## config.mk

```make
export PLATFORM = sky130hd
export DESIGN_NAME = version_info_bank
export DESIGN_NICKNAME = d
export VERILOG_FILES = /design/src/rtl/version_info_pkg.sv /design/src/rtl/info_crc_scanner.sv /design/src/rtl/version_info_bank.sv
export SDC_FILE = /design/constraint.sdc
export NUM_CORES = 1
export LEC_CHECK = 0
export BUFFER_PORTS_ARGS = -buffer_cell sky130_fd_sc_hd__clkbuf_2
export CAP_MARGIN = 20
export CORE_ASPECT_RATIO = 2
export CORE_MARGIN = 3
export CORE_UTILIZATION = 53
export DETAILED_ROUTE_END_ITERATION = 8
export GPL_TIMING_DRIVEN = 0
export PLACE_DENSITY = 0.72
export SYNTH_ARGS = -nofsm -noshare
export SYNTH_HDL_FRONTEND = slang
export SYNTH_HIERARCHICAL = 1
export SYNTH_SLANG_ARGS = --single-unit
```

## constraint.sdc

```tcl
create_clock -name clk_i -period 4.4 [get_ports clk_i]
set_input_delay 0.88 -clock clk_i [delete_from_list [all_inputs] [get_ports clk_i]]
set_output_delay 0.88 -clock clk_i [all_outputs]
set_load 0.01 [all_outputs]
```

## src/rtl/version_info_pkg.sv

```systemverilog
// Shared constants, scan state encoding and the CRC-16/CCITT-FALSE byte step
// used by the version/identification string bank.
package version_info_pkg;

    localparam int REG_CTRL   = 0;
    localparam int REG_STATUS = 1;
    localparam int REG_LENGTH = 2;
    localparam int REG_CRC    = 3;
    localparam int REG_DATA   = 4;

    localparam logic [15:0] CRC_POLY = 16'h1021;
    localparam logic [15:0] CRC_INIT = 16'hFFFF;

    typedef enum logic [1:0] {
        ST_IDLE,
        ST_SCAN,
        ST_STORE,
        ST_DONE
    } scan_state_t;

    // One byte of CRC-16/CCITT-FALSE, MSB first, no reflection, no final xor.
    function automatic logic [15:0] crc16_step(input logic [7:0] data, input logic [15:0] crc);
        logic [15:0] c;
        c = crc ^ {data, 8'h00};
        for (int i = 0; i < 8; i++) begin
            c = c[15] ? ((c << 1) ^ CRC_POLY) : (c << 1);
        end
        return c;
    endfunction

endpackage

```

## src/rtl/info_crc_scanner.sv

```systemverilog
// Post-reset scan engine: walks every string one byte per cycle, keeps a CRC-16
// per slot and reports scan completion; CRC of the selected slot is muxed out.
module info_crc_scanner
    import version_info_pkg::*;
#(
    parameter int                              NumStrings = 4,
    parameter int                              MaxChars   = 64,
    parameter logic [NumStrings*MaxChars*8-1:0] STRINGS    = '0,
    parameter logic [NumStrings*8-1:0]          LENGTHS    = '0
) (
    input  logic        clk_i,
    input  logic        reset_i,
    input  logic        rescan_i,
    input  logic [7:0]  sel_i,
    output logic [15:0] crc_o,
    output logic        scan_done_o
);

    localparam int              SLOT_W = MaxChars * 8;
    localparam int              SW     = (NumStrings > 1) ? $clog2(NumStrings) : 1;
    localparam logic [SW-1:0]   LAST_S = SW'(NumStrings - 1);
    localparam logic [8:0]      NUM_S  = 9'(NumStrings);
    localparam logic [7:0]      LEN0   = LENGTHS[7:0];

    scan_state_t       state;
    logic [SW-1:0]     scan_s;
    logic [7:0]        byte_idx;
    logic [15:0]       crc_acc;
    logic [15:0]       crc_mem [NumStrings];

    logic [SLOT_W-1:0] cur_slot;
    logic [7:0]        cur_len;
    logic [7:0]        next_len;
    logic [7:0]        cur_byte;

    // NOTE: every signal gets a value before any condition, so no latch is inferred.
    always_comb begin
        cur_slot = SLOT_W'(STRINGS >> (32'(scan_s) * SLOT_W));
        cur_len  = 8'(LENGTHS >> (32'(scan_s) * 8));
        next_len = 8'(LENGTHS >> ((32'(scan_s) + 32'd1) * 8));
        // Chars sit in the low LEN bytes with the first char in the highest of them.
        cur_byte = 8'(cur_slot >> ((32'(cur_len) - 32'(byte_idx) - 32'd1) * 8));
    end

    // NOTE: state is updated with <= so every register samples pre-edge values.
    always_ff @(posedge clk_i) begin
        if (reset_i) begin
            state       <= ST_IDLE;
            scan_s      <= '0;
            byte_idx    <= '0;
            crc_acc     <= CRC_INIT;
            scan_done_o <= 1'b0;
            // NOTE: the CRC file is small and must read back as zero after reset, so it is cleared here.
            for (int i = 0; i < NumStrings; i++) begin
                crc_mem[i] <= '0;
            end
        end else begin
            case (state)
                ST_IDLE: begin
                    scan_s   <= '0;
                    byte_idx <= '0;
                    crc_acc  <= CRC_INIT;
                    state    <= (LEN0 == 8'd0) ? ST_STORE : ST_SCAN;
                end
                ST_SCAN: begin
                    crc_acc  <= crc16_step(cur_byte, crc_acc);
                    byte_idx <= byte_idx + 8'd1;
                    if (byte_idx == cur_len - 8'd1) begin
                        state <= ST_STORE;
                    end
                end
                ST_STORE: begin
                    crc_mem[scan_s] <= crc_acc;
                    crc_acc         <= CRC_INIT;
                    byte_idx        <= '0;
                    if (scan_s == LAST_S) begin
                        state       <= ST_DONE;
                        scan_done_o <= 1'b1;
                    end else begin
                        // Empty strings skip SCAN entirely and store the init value.
                        scan_s <= scan_s + SW'(1);
                        state  <= (next_len == 8'd0) ? ST_STORE : ST_SCAN;
                    end
                end
                ST_DONE: begin
                    if (rescan_i) begin
                        state       <= ST_IDLE;
                        scan_done_o <= 1'b0;
                    end
                end
                default: state <= ST_IDLE;
            endcase
        end
    end

    always_comb begin
        crc_o = '0;
        if ({1'b0, sel_i} < NUM_S) begin
            crc_o = crc_mem[sel_i[SW-1:0]];
        end
    end

endmodule

```

## src/rtl/version_info_bank.sv

```systemverilog
// Read-only register window exposing several build/identification strings with
// select, length, status and per-string CRC registers.
module version_info_bank
    import version_info_pkg::*;
#(
    parameter int                              BaseAddress     = 0,
    parameter int                              address_width   = 15,
    parameter int                              data_width      = 16,
    parameter int                              Address_Wording = 1,
    parameter int                              NumStrings      = 4,
    parameter int                              MaxChars        = 64,
    parameter logic [NumStrings*MaxChars*8-1:0] STRINGS         = '0,
    parameter logic [NumStrings*8-1:0]          LENGTHS         = '0
) (
    input  logic                     clk_i,
    input  logic                     reset_i,
    input  logic [address_width-1:0] address_i,
    input  logic [data_width-1:0]    data_i,
    input  logic                     rd_wr_i,
    output logic [data_width-1:0]    data_o
);

    localparam int                       CPW        = data_width / 8;
    localparam int                       NUM_CHUNKS = (MaxChars + CPW - 1) / CPW;
    localparam int                       SLOT_W     = MaxChars * 8;
    localparam logic [address_width-1:0] BASE       = address_width'(BaseAddress);
    localparam logic [address_width-1:0] STEP       = address_width'(Address_Wording);
    localparam logic [8:0]               NUM_S      = 9'(NumStrings);

    logic                  hit;
    logic [31:0]           off;
    logic                  ctrl_wr;
    logic                  rescan;
    logic [7:0]            sel_q;
    logic                  sel_err;
    logic [15:0]           crc;
    logic                  scan_done;
    logic [SLOT_W-1:0]     slot_sel;
    logic [7:0]            len_sel;
    logic [31:0]           char_base;
    logic [data_width-1:0] chunk_word;
    logic [data_width-1:0] rd_data;
    logic                  unused_data;

    assign hit         = (address_i >= BASE);
    assign off         = 32'((address_i - BASE) / STEP);
    assign ctrl_wr     = rd_wr_i && hit && (off == REG_CTRL);
    assign rescan      = ctrl_wr && data_i[8];
    assign sel_err     = ({1'b0, sel_q} >= NUM_S);
    assign unused_data = ^data_i[data_width-1:9];

    info_crc_scanner #(
        .NumStrings (NumStrings),
        .MaxChars   (MaxChars),
        .STRINGS    (STRINGS),
        .LENGTHS    (LENGTHS)
    ) u_scanner (
        .clk_i       (clk_i),
        .reset_i     (reset_i),
        .rescan_i    (rescan),
        .sel_i       (sel_q),
        .crc_o       (crc),
        .scan_done_o (scan_done)
    );

    always_comb begin
        slot_sel   = '0;
        len_sel    = '0;
        char_base  = (off - 32'(REG_DATA)) * CPW;
        chunk_word = '0;
        if (!sel_err) begin
            slot_sel = SLOT_W'(STRINGS >> (32'(sel_q) * SLOT_W));
            len_sel  = 8'(LENGTHS >> (32'(sel_q) * 8));
        end
        // First char of the chunk lands in the most significant byte; past LEN reads zero.
        for (int j = 0; j < CPW; j++) begin
            if (char_base + 32'(j) < 32'(len_sel)) begin
                chunk_word[(CPW-1-j)*8 +: 8] =
                    8'(slot_sel >> ((32'(len_sel) - char_base - 32'(j) - 32'd1) * 8));
            end
        end
    end

    always_comb begin
        rd_data = '0;
        if (hit && !rd_wr_i) begin
            if (off == REG_CTRL) begin
                rd_data[7:0] = sel_q;
            end else if (off == REG_STATUS) begin
                rd_data[1:0] = {sel_err, scan_done};
            end else if (off == REG_LENGTH) begin
                rd_data[7:0] = len_sel;
            end else if (off == REG_CRC) begin
                rd_data[15:0] = (sel_err || !scan_done) ? 16'h0000 : crc;
            end else if (off >= REG_DATA && off < REG_DATA + NUM_CHUNKS) begin
                rd_data = chunk_word;
            end
        end
    end

    always_ff @(posedge clk_i) begin
        if (reset_i) begin
            data_o <= '0;
            sel_q  <= '0;
        end else begin
            if (ctrl_wr) begin
                sel_q <= data_i[7:0];
            end
            data_o <= rd_data;
        end
    end

endmodule
```

==> qor.txt, run 1 <==
kind of critical path: flop to flop
setup ws final: 2190 ps
DRC Markers: 0
diode count: 0
drt pass-1 iters: 4
ys flop type: edfxtp_1
Initial Util: 54.6%
Slew Limit Headroom: 53.6%
Syn. warnings: 7
All-Layer GR Usage: 21.4%
CP cell instances: nor4_2, clkbuf_1, and3_1, nand4_1, a2111oi_2
RSZ-0062 raised after global routing: no
non-filler instance count after layout: 627
P&R area growth vs syn: 18.1%
Max Clock Skew: 9.24 ps
CTS tree: done
critical path's slowest cell: nor4_2
via count: 3455
Mapped Cells: 421
Worst VDD drop: 0.000291 V
placer congestion estimate: 0.807
fmax: 452 MHz
routed vias/inst: 5.51
Synth area leaders: edfxtp_1 (36%), dfxtp_1 (20%), and2_1 (8.5%), mux4_2 (4.2%), mux2i_1 (3.2%)
post-CTS sizing: 0
die extent in x: 77.1 um
final setup fails: 0
ANT nets after route: 0
vias in the first global route: 3725
postcts setup bufs: 0
Placed Area: 0.00574 mm^2
Routed WL: 11500 um
TritonCTS Buffers: 17
number of buffers and inverters on the critical path: 1
first-pass GRT wire length: 18200 um
Die Span Y: 148 um
flops & latches, synth: 117
DR WL/cell: 18.3 um
element type at the critical path start: flop
Crit path largest cell delay: 660 ps
IO Port Bufs: 42
CP Capture Type: flop
Layout Nets: 518
clk root buf: clkbuf_16
final slew viol count: 0
CP Data Arrival Time: 2520 ps
status: completed
most common cell in the netlist: and2_1
Avg Inst Size Synth: 12.7 um^2
actual slew at the worst max-slew pin: 691 ps
register area share after synthesis: 55.6%
share of cells above drive strength 1: 24.0%
# placed instances: 595
post-route cell area: 0.00633 mm^2
Async SR Flop Fraction: 0%
Crit path required time: 4700 ps
Clock Path Buffers: 2
critical path peak fanout: 10
Hold Violations, Final: 0
Yosys top cell by area: edfxtp_1
Post-CTS Hold Fix Bufs: 0
post-route setup TNS: 0 ps
dpl hpwl: 8230 um
Final Power: 0.00274 W
pin count of the biggest net entering global routing: 17
core footprint: 0.00983 mm^2
Tcrit/Tclk final: 50.3%
PD cells: 432 mW/mm^2
fillers: 769
antenna violations before repair: 0
synthesized net count: 457
Clk Latency, worst-skew pair: 410 ps
area share of the largest cell type after synthesis: 35.8%
Top delay family on crit path: simple AND/OR/NAND/NOR gates
Row Count: 51
number of synthesized flops with an enable pin: 64
CTS sink count: 117
minimum setup slack after placement: 1830 ps
Unique masters post-synth: 55
H-Tree Level Count: 4
Reg clk slew, reported paths: 50 ps
GR Overflow Total: 0
DRT iter0 DRCs: 198
number of I/O pins: 50
synth cell count leaders: and2_1 (73), edfxtp_1 (64), dfxtp_1 (53)
DIE AREA: 0.0114 mm^2
worst min path class: flop to flop
Max-cap violations: 0
Pleak: 2.43 nW
Synth Cell Area: 0.00536 mm^2
fin crit period: 2210 ps
[power by group]
group	internal, W	switching (W)	leakage [nW]	total, W
Combinational	0.0000627	0.0000677	1.05	0.000130
Sequential	0.00120	0.0000150	1.09	0.00121
Clock	0.000933	0.000457	0.290	0.00139
[worst reg2reg max path, stage by stage, from the launching register on]
cell	delay, ps
dfxtp_1	390
nor4_2	660
clkbuf_1	380
and3_1	230
nand4_1	100
a2111oi_2	350
[kinds of logic after synthesis]
kind of cell | share of synthesized area [%]
AO/OA/AOI/OAI | 4.88
XOR/XNOR | 3.20
adder cells (fa/ha/maj) | 0.466
buffers and inverters | 3.45
flip-flops | 55.6
multiplexers | 10.3
AND/OR/NAND/NOR | 22.1
[final timing paths]
check | end | start | cells after the start | slack [ps]
max | data_o[0]$_SDFF_PP0_ | sel_q[5]$_SDFFE_PP0P_ | 5 | 2190
max reg2reg | data_o[0]$_SDFF_PP0_ | sel_q[5]$_SDFFE_PP0P_ | 5 | 2190
min reg2reg | u_scanner/byte_idx[5]$_SDFFE_PP0P_ | u_scanner/byte_idx[5]$_SDFFE_PP0P_ | 2 | 490
min | u_scanner/byte_idx[5]$_SDFFE_PP0P_ | u_scanner/byte_idx[5]$_SDFFE_PP0P_ | 2 | 490
[flip-flops by register name (all words and copies together) (netlist names)]
name	count
u_scanner/crc_mem	64
u_scanner/scan_done_o	1
u_scanner/crc_acc	16
u_scanner/scan_s	2
sel_q	8
u_scanner/state	2
data_o	16
u_scanner/byte_idx	8
[per-layer routing]
metal	track usage, %	wire length, um	part of all wire, %
met4	15.2	449	3.9
met5	0	0	0
met1	17.3	3630	32
met2	42.9	7030	61
met3	4.48	374	3.3
[per-stage QoR]
| stage | hold slack [ps] | util [%] |
|---|---|---|
| 2_1_floorplan | 458 | - |
| 5_1_grt | 536 | 64.5 |
| 6_report | 491 | 64.5 |
| 3_3_place_gp | 469 | 58.4 |
| 4_1_cts | 494 | 64.5 |
| 3_5_place_dp | 485 | 58.4 |
[final cells by class]
cell class                      count  area (um^2)  share of cell area, %
Timing Repair Buffer               42          210                   3.32
Tap cell                          132          165                   2.61
Buffer                             26          170                   2.69
Clock inverter                     13          163                   2.57
Multi-Input combinational cell    274         2200                   34.7
Sequential cell                   117         2980                   47.1
Inverter                            4         15.0                  0.237
Clock buffer                       19          433                   6.83
[cells in the final DEF (no fill, tap or decap), types with 7 or more instances in the layout]
| master | instances |
|---|---|
| mux2i_1 | 17 |
| xor2_1 | 10 |
| clkbuf_2 | 44 |
| nor2_1 | 18 |
| dfxtp_1 | 53 |
| and3_1 | 17 |
| clkbuf_16 | 17 |
| xnor2_1 | 7 |
| edfxtp_1 | 64 |
| clkbuf_1 | 7 |
| o21ai_0 | 11 |
| and2_1 | 73 |
| nand3_1 | 7 |
| buf_2 | 10 |
| or3_1 | 7 |
| a21oi_1 | 11 |
| nand2_1 | 11 |
| mux4_2 | 10 |
| nand2b_1 | 18 |
Note: power is estimated with default switching activity, not from simulation.
==> inputs of run 2 (changes only) <==
PLACE_DENSITY = 0.75   (was 0.72)
clock period = 1.8 ns   (was 4.4 ns; I/O delays follow)
==> run 2 against run 1 <==
  * Clock power up 130%
  * Critical endpoint is now data_o[3]$_SDFF_PP0_
  * Non-clock buffer count up 5
  * Largest cell class unchanged
  * Sequential cell count did not move
  * Highest routed layer unchanged
  * Fmax increased by 27%
  * Worst hold slack worse by 290 ps
==> qor.txt, run 2 (synthesized netlist as in run 1, its figures left out) <==
worst min path class: input pin to flop (was flop to flop)
non-filler instance count after layout: 633 (was 627)
Placed Area: 0.00574 mm^2 (unchanged)
ANT nets after route: 0 (unchanged)
FF-to-FF Start: sel_q[0]$_SDFFE_PP0P_ (was sel_q[5]$_SDFFE_PP0P_)
actual slew at the worst max-slew pin: 536 ps (was 691 ps)
most flop-heavy register: u_scanner/crc_mem (unchanged)
final setup fails: 0 (unchanged)
first-pass GRT wire length: 18600 um (was 18200 um)
routed vias/inst: 5.56 (was 5.51)
Slew Limit Headroom: 64.3% (was 53.6%)
post-route cell area: 0.00639 mm^2 (was 0.00633 mm^2)
dpl hpwl: 8490 um (was 8230 um)
Max Clock Skew: 7.32 ps (was 9.24 ps)
Hold Violations, Final: 0 (unchanged)
Crit path required time: 2080 ps (was 4700 ps)
placer congestion estimate: 0.830 (was 0.807)
DRC Markers: 0 (unchanged)
final slew viol count: 0 (unchanged)
critical path depth: 6 (was 5)
CTS tree: done (unchanged)
Worst VDD drop: 0.000761 V (was 0.000291 V)
registers with the most flip-flops: u_scanner/crc_mem (64), data_o (16), u_scanner/crc_acc (16) (unchanged)
GR Overflow Total: 0 (unchanged)
commonest non-fill, non-tap cell in the layout: and2_1 (unchanged)
FF-to-FF path depth: 6 (was 5)
fin crit period: 1750 ps (was 2210 ps)
CP cell instances: buf_6, buf_12, mux4_2, and3_1, a22oi_1, nor2_1 (was nor4_2, clkbuf_1, and3_1, nand4_1, a2111oi_2)
Critical Path Start: sel_q[0]$_SDFFE_PP0P_ (was sel_q[5]$_SDFFE_PP0P_)
CP Capture Type: flop (unchanged)
reg2reg end: data_o[3]$_SDFF_PP0_ (was data_o[0]$_SDFF_PP0_)
Pleak: 2.47 nW (was 2.43 nW)
element type at the critical path start: flop (unchanged)
setup ws final: 54.3 ps (was 2190 ps)
clk root buf: clkbuf_16 (unchanged)
antenna violations before repair: 0 (unchanged)
Clk Latency, worst-skew pair: 400 ps (was 410 ps)
status: completed (unchanged)
PD cells: 1020 mW/mm^2 (was 432 mW/mm^2)
Finished Core Util: 65.1% (was 64.5%)
TritonCTS Buffers: 17 (unchanged)
number of buffers and inverters on the critical path: 2 (was 1)
share of cells above drive strength 1: 25.5% (was 24.0%)
Clock Path Buffers: 2 (unchanged)
drt pass-1 iters: 7 (was 4)
Reg clk slew, reported paths: 50 ps (about the same)
Largest register FFs: 64 (unchanged)
Crit path largest cell delay: 490 ps (was 660 ps)
Max-cap violations: 0 (unchanged)
DIE AREA: 0.0114 mm^2 (unchanged)
CP Data Arrival Time: 2020 ps (was 2520 ps)
critical path peak fanout: 10 (unchanged)
Final Power: 0.00652 W (was 0.00274 W)
CTS sink count: 117 (unchanged)
Layout Nets: 524 (was 518)
Reg2Reg Setup Slack: 50 ps (was 2190 ps)
critical path's slowest cell: mux4_2 (was nor4_2)
H-Tree Level Count: 4 (unchanged)
diode count: 0 (unchanged)
# placed instances: 595 (unchanged)
core footprint: 0.00983 mm^2 (unchanged)
Tcrit/Tclk final: 97.0% (was 50.3%)
Row Count: 51 (unchanged)
via count: 3522 (was 3455)
IO Port Bufs: 42 (unchanged)
most frequent cells in the layout: and2_1 (73), edfxtp_1 (64), dfxtp_1 (52) (was and2_1 (73), edfxtp_1 (64), dfxtp_1 (53))
kind of critical path: flop to flop (unchanged)
number of I/O pins: 50 (unchanged)
Top delay family on crit path: multiplexers (was simple AND/OR/NAND/NOR gates)
die extent in x: 77.1 um (unchanged)
Initial Util: 54.6% (unchanged)
Die Span Y: 148 um (unchanged)
fmax: 573 MHz (was 452 MHz)
All-Layer GR Usage: 21.6% (was 21.4%)
minimum setup slack after placement: -328 ps (was 1830 ps)
vias in the first global route: 3758 (was 3725)
DRT iter0 DRCs: 201 (was 198)
DR WL/cell: 18.7 um (was 18.3 um)
P&R area growth vs syn: 19.2% (was 18.1%)
crit path capture: data_o[3]$_SDFF_PP0_ (was data_o[0]$_SDFF_PP0_)
Routed WL: 11900 um (was 11500 um)
pin count of the biggest net entering global routing: 17 (unchanged)
==> run 2: cell count changes in the layout (fill, tap and decap cells not counted), sizes merged <==
cell | before | now
or2 | 3 | 4
clkinv | 8 | 4
clkbuf | 68 | 75
clkinvlp | 1 | 0
buf | 19 | 24
bufinv | 4 | 2
==> run 2: metal layers <==
metal | vias up | part of all wire [%] | track usage [%] | wire length, um
met1 | 1720 | 32 | 18.5 | 3850
met3 | 35 | 3.7 | 4.79 | 440
met5 | - | 0 | 0 | 0
met4 | 0 | 3.7 | 9.71 | 444
met2 | 111 | 60 | 44.9 | 7130
li1 | 1656 | - | - | -
==> run 2: stage by stage <==
step / hold slack, ps / TNS [ps]
after detailed placement: 487 / -11930
after floorplan: 456 / 0
after global placement: 469 / -10500
after CTS: 188 / -68.0
final: 198 / 0
after global routing: 210 / -4.99
==> run 2: area by class of cell <==
| class | count | area, um^2 |
|---|---|---|
| repair buffers | 47 | 248 |
| multi-input cells | 275 | 2220 |
| fillers | 761 | 3430 |
| clock buffers | 26 | 490 |
| well taps | 132 | 165 |
| flip-flops and latches | 117 | 2980 |
| inverters | 4 | 15.0 |
| clock inverters | 6 | 78.8 |
| plain buffers | 26 | 189 |
==> run 2: tightest hold or removal path, cell delays in order <==
cell      delay (ps)
clkbuf_2          80
nand2b_1          50
mux2i_1           60
==> run 2: worst min path at each step <==
stage | slack [ps] | endpoint | cells after the start | startpoint
after global placement | 470 | u_scanner/byte_idx[5]$_SDFFE_PP0P_ | 2 | u_scanner/byte_idx[5]$_SDFFE_PP0P_
after detailed placement | 490 | u_scanner/byte_idx[5]$_SDFFE_PP0P_ | 2 | u_scanner/byte_idx[5]$_SDFFE_PP0P_
after CTS | 190 | sel_q[3]$_SDFFE_PP0P_ | 3 | data_i[3]
after floorplan | 460 | data_o[0]$_SDFF_PP0_ | 1 | address_i[1]
after global routing | 210 | sel_q[3]$_SDFFE_PP0P_ | 3 | data_i[3]
final | 200 | sel_q[3]$_SDFFE_PP0P_ | 3 | data_i[3]
==> run 2: what timing repair did <==
| item | CTS | global route |
|---|---|---|
| hold buffers | 0 | 0 |
| setup buffers | 2 | 3 |
| resized for setup | 7 | 12 |
| endpoints found under the setup margin | 53 | 29 |
| cloned | 0 | 1 |
| pin swaps | 1 | 3 |
==> run 2: power breakdown <==
part           leakage [nW]  switching (W)  internal [W]  total, W
sequential             1.09      0.0000371       0.00293   0.00297
clock                 0.279        0.00107       0.00214   0.00322
combinational          1.10       0.000171      0.000159  0.000330
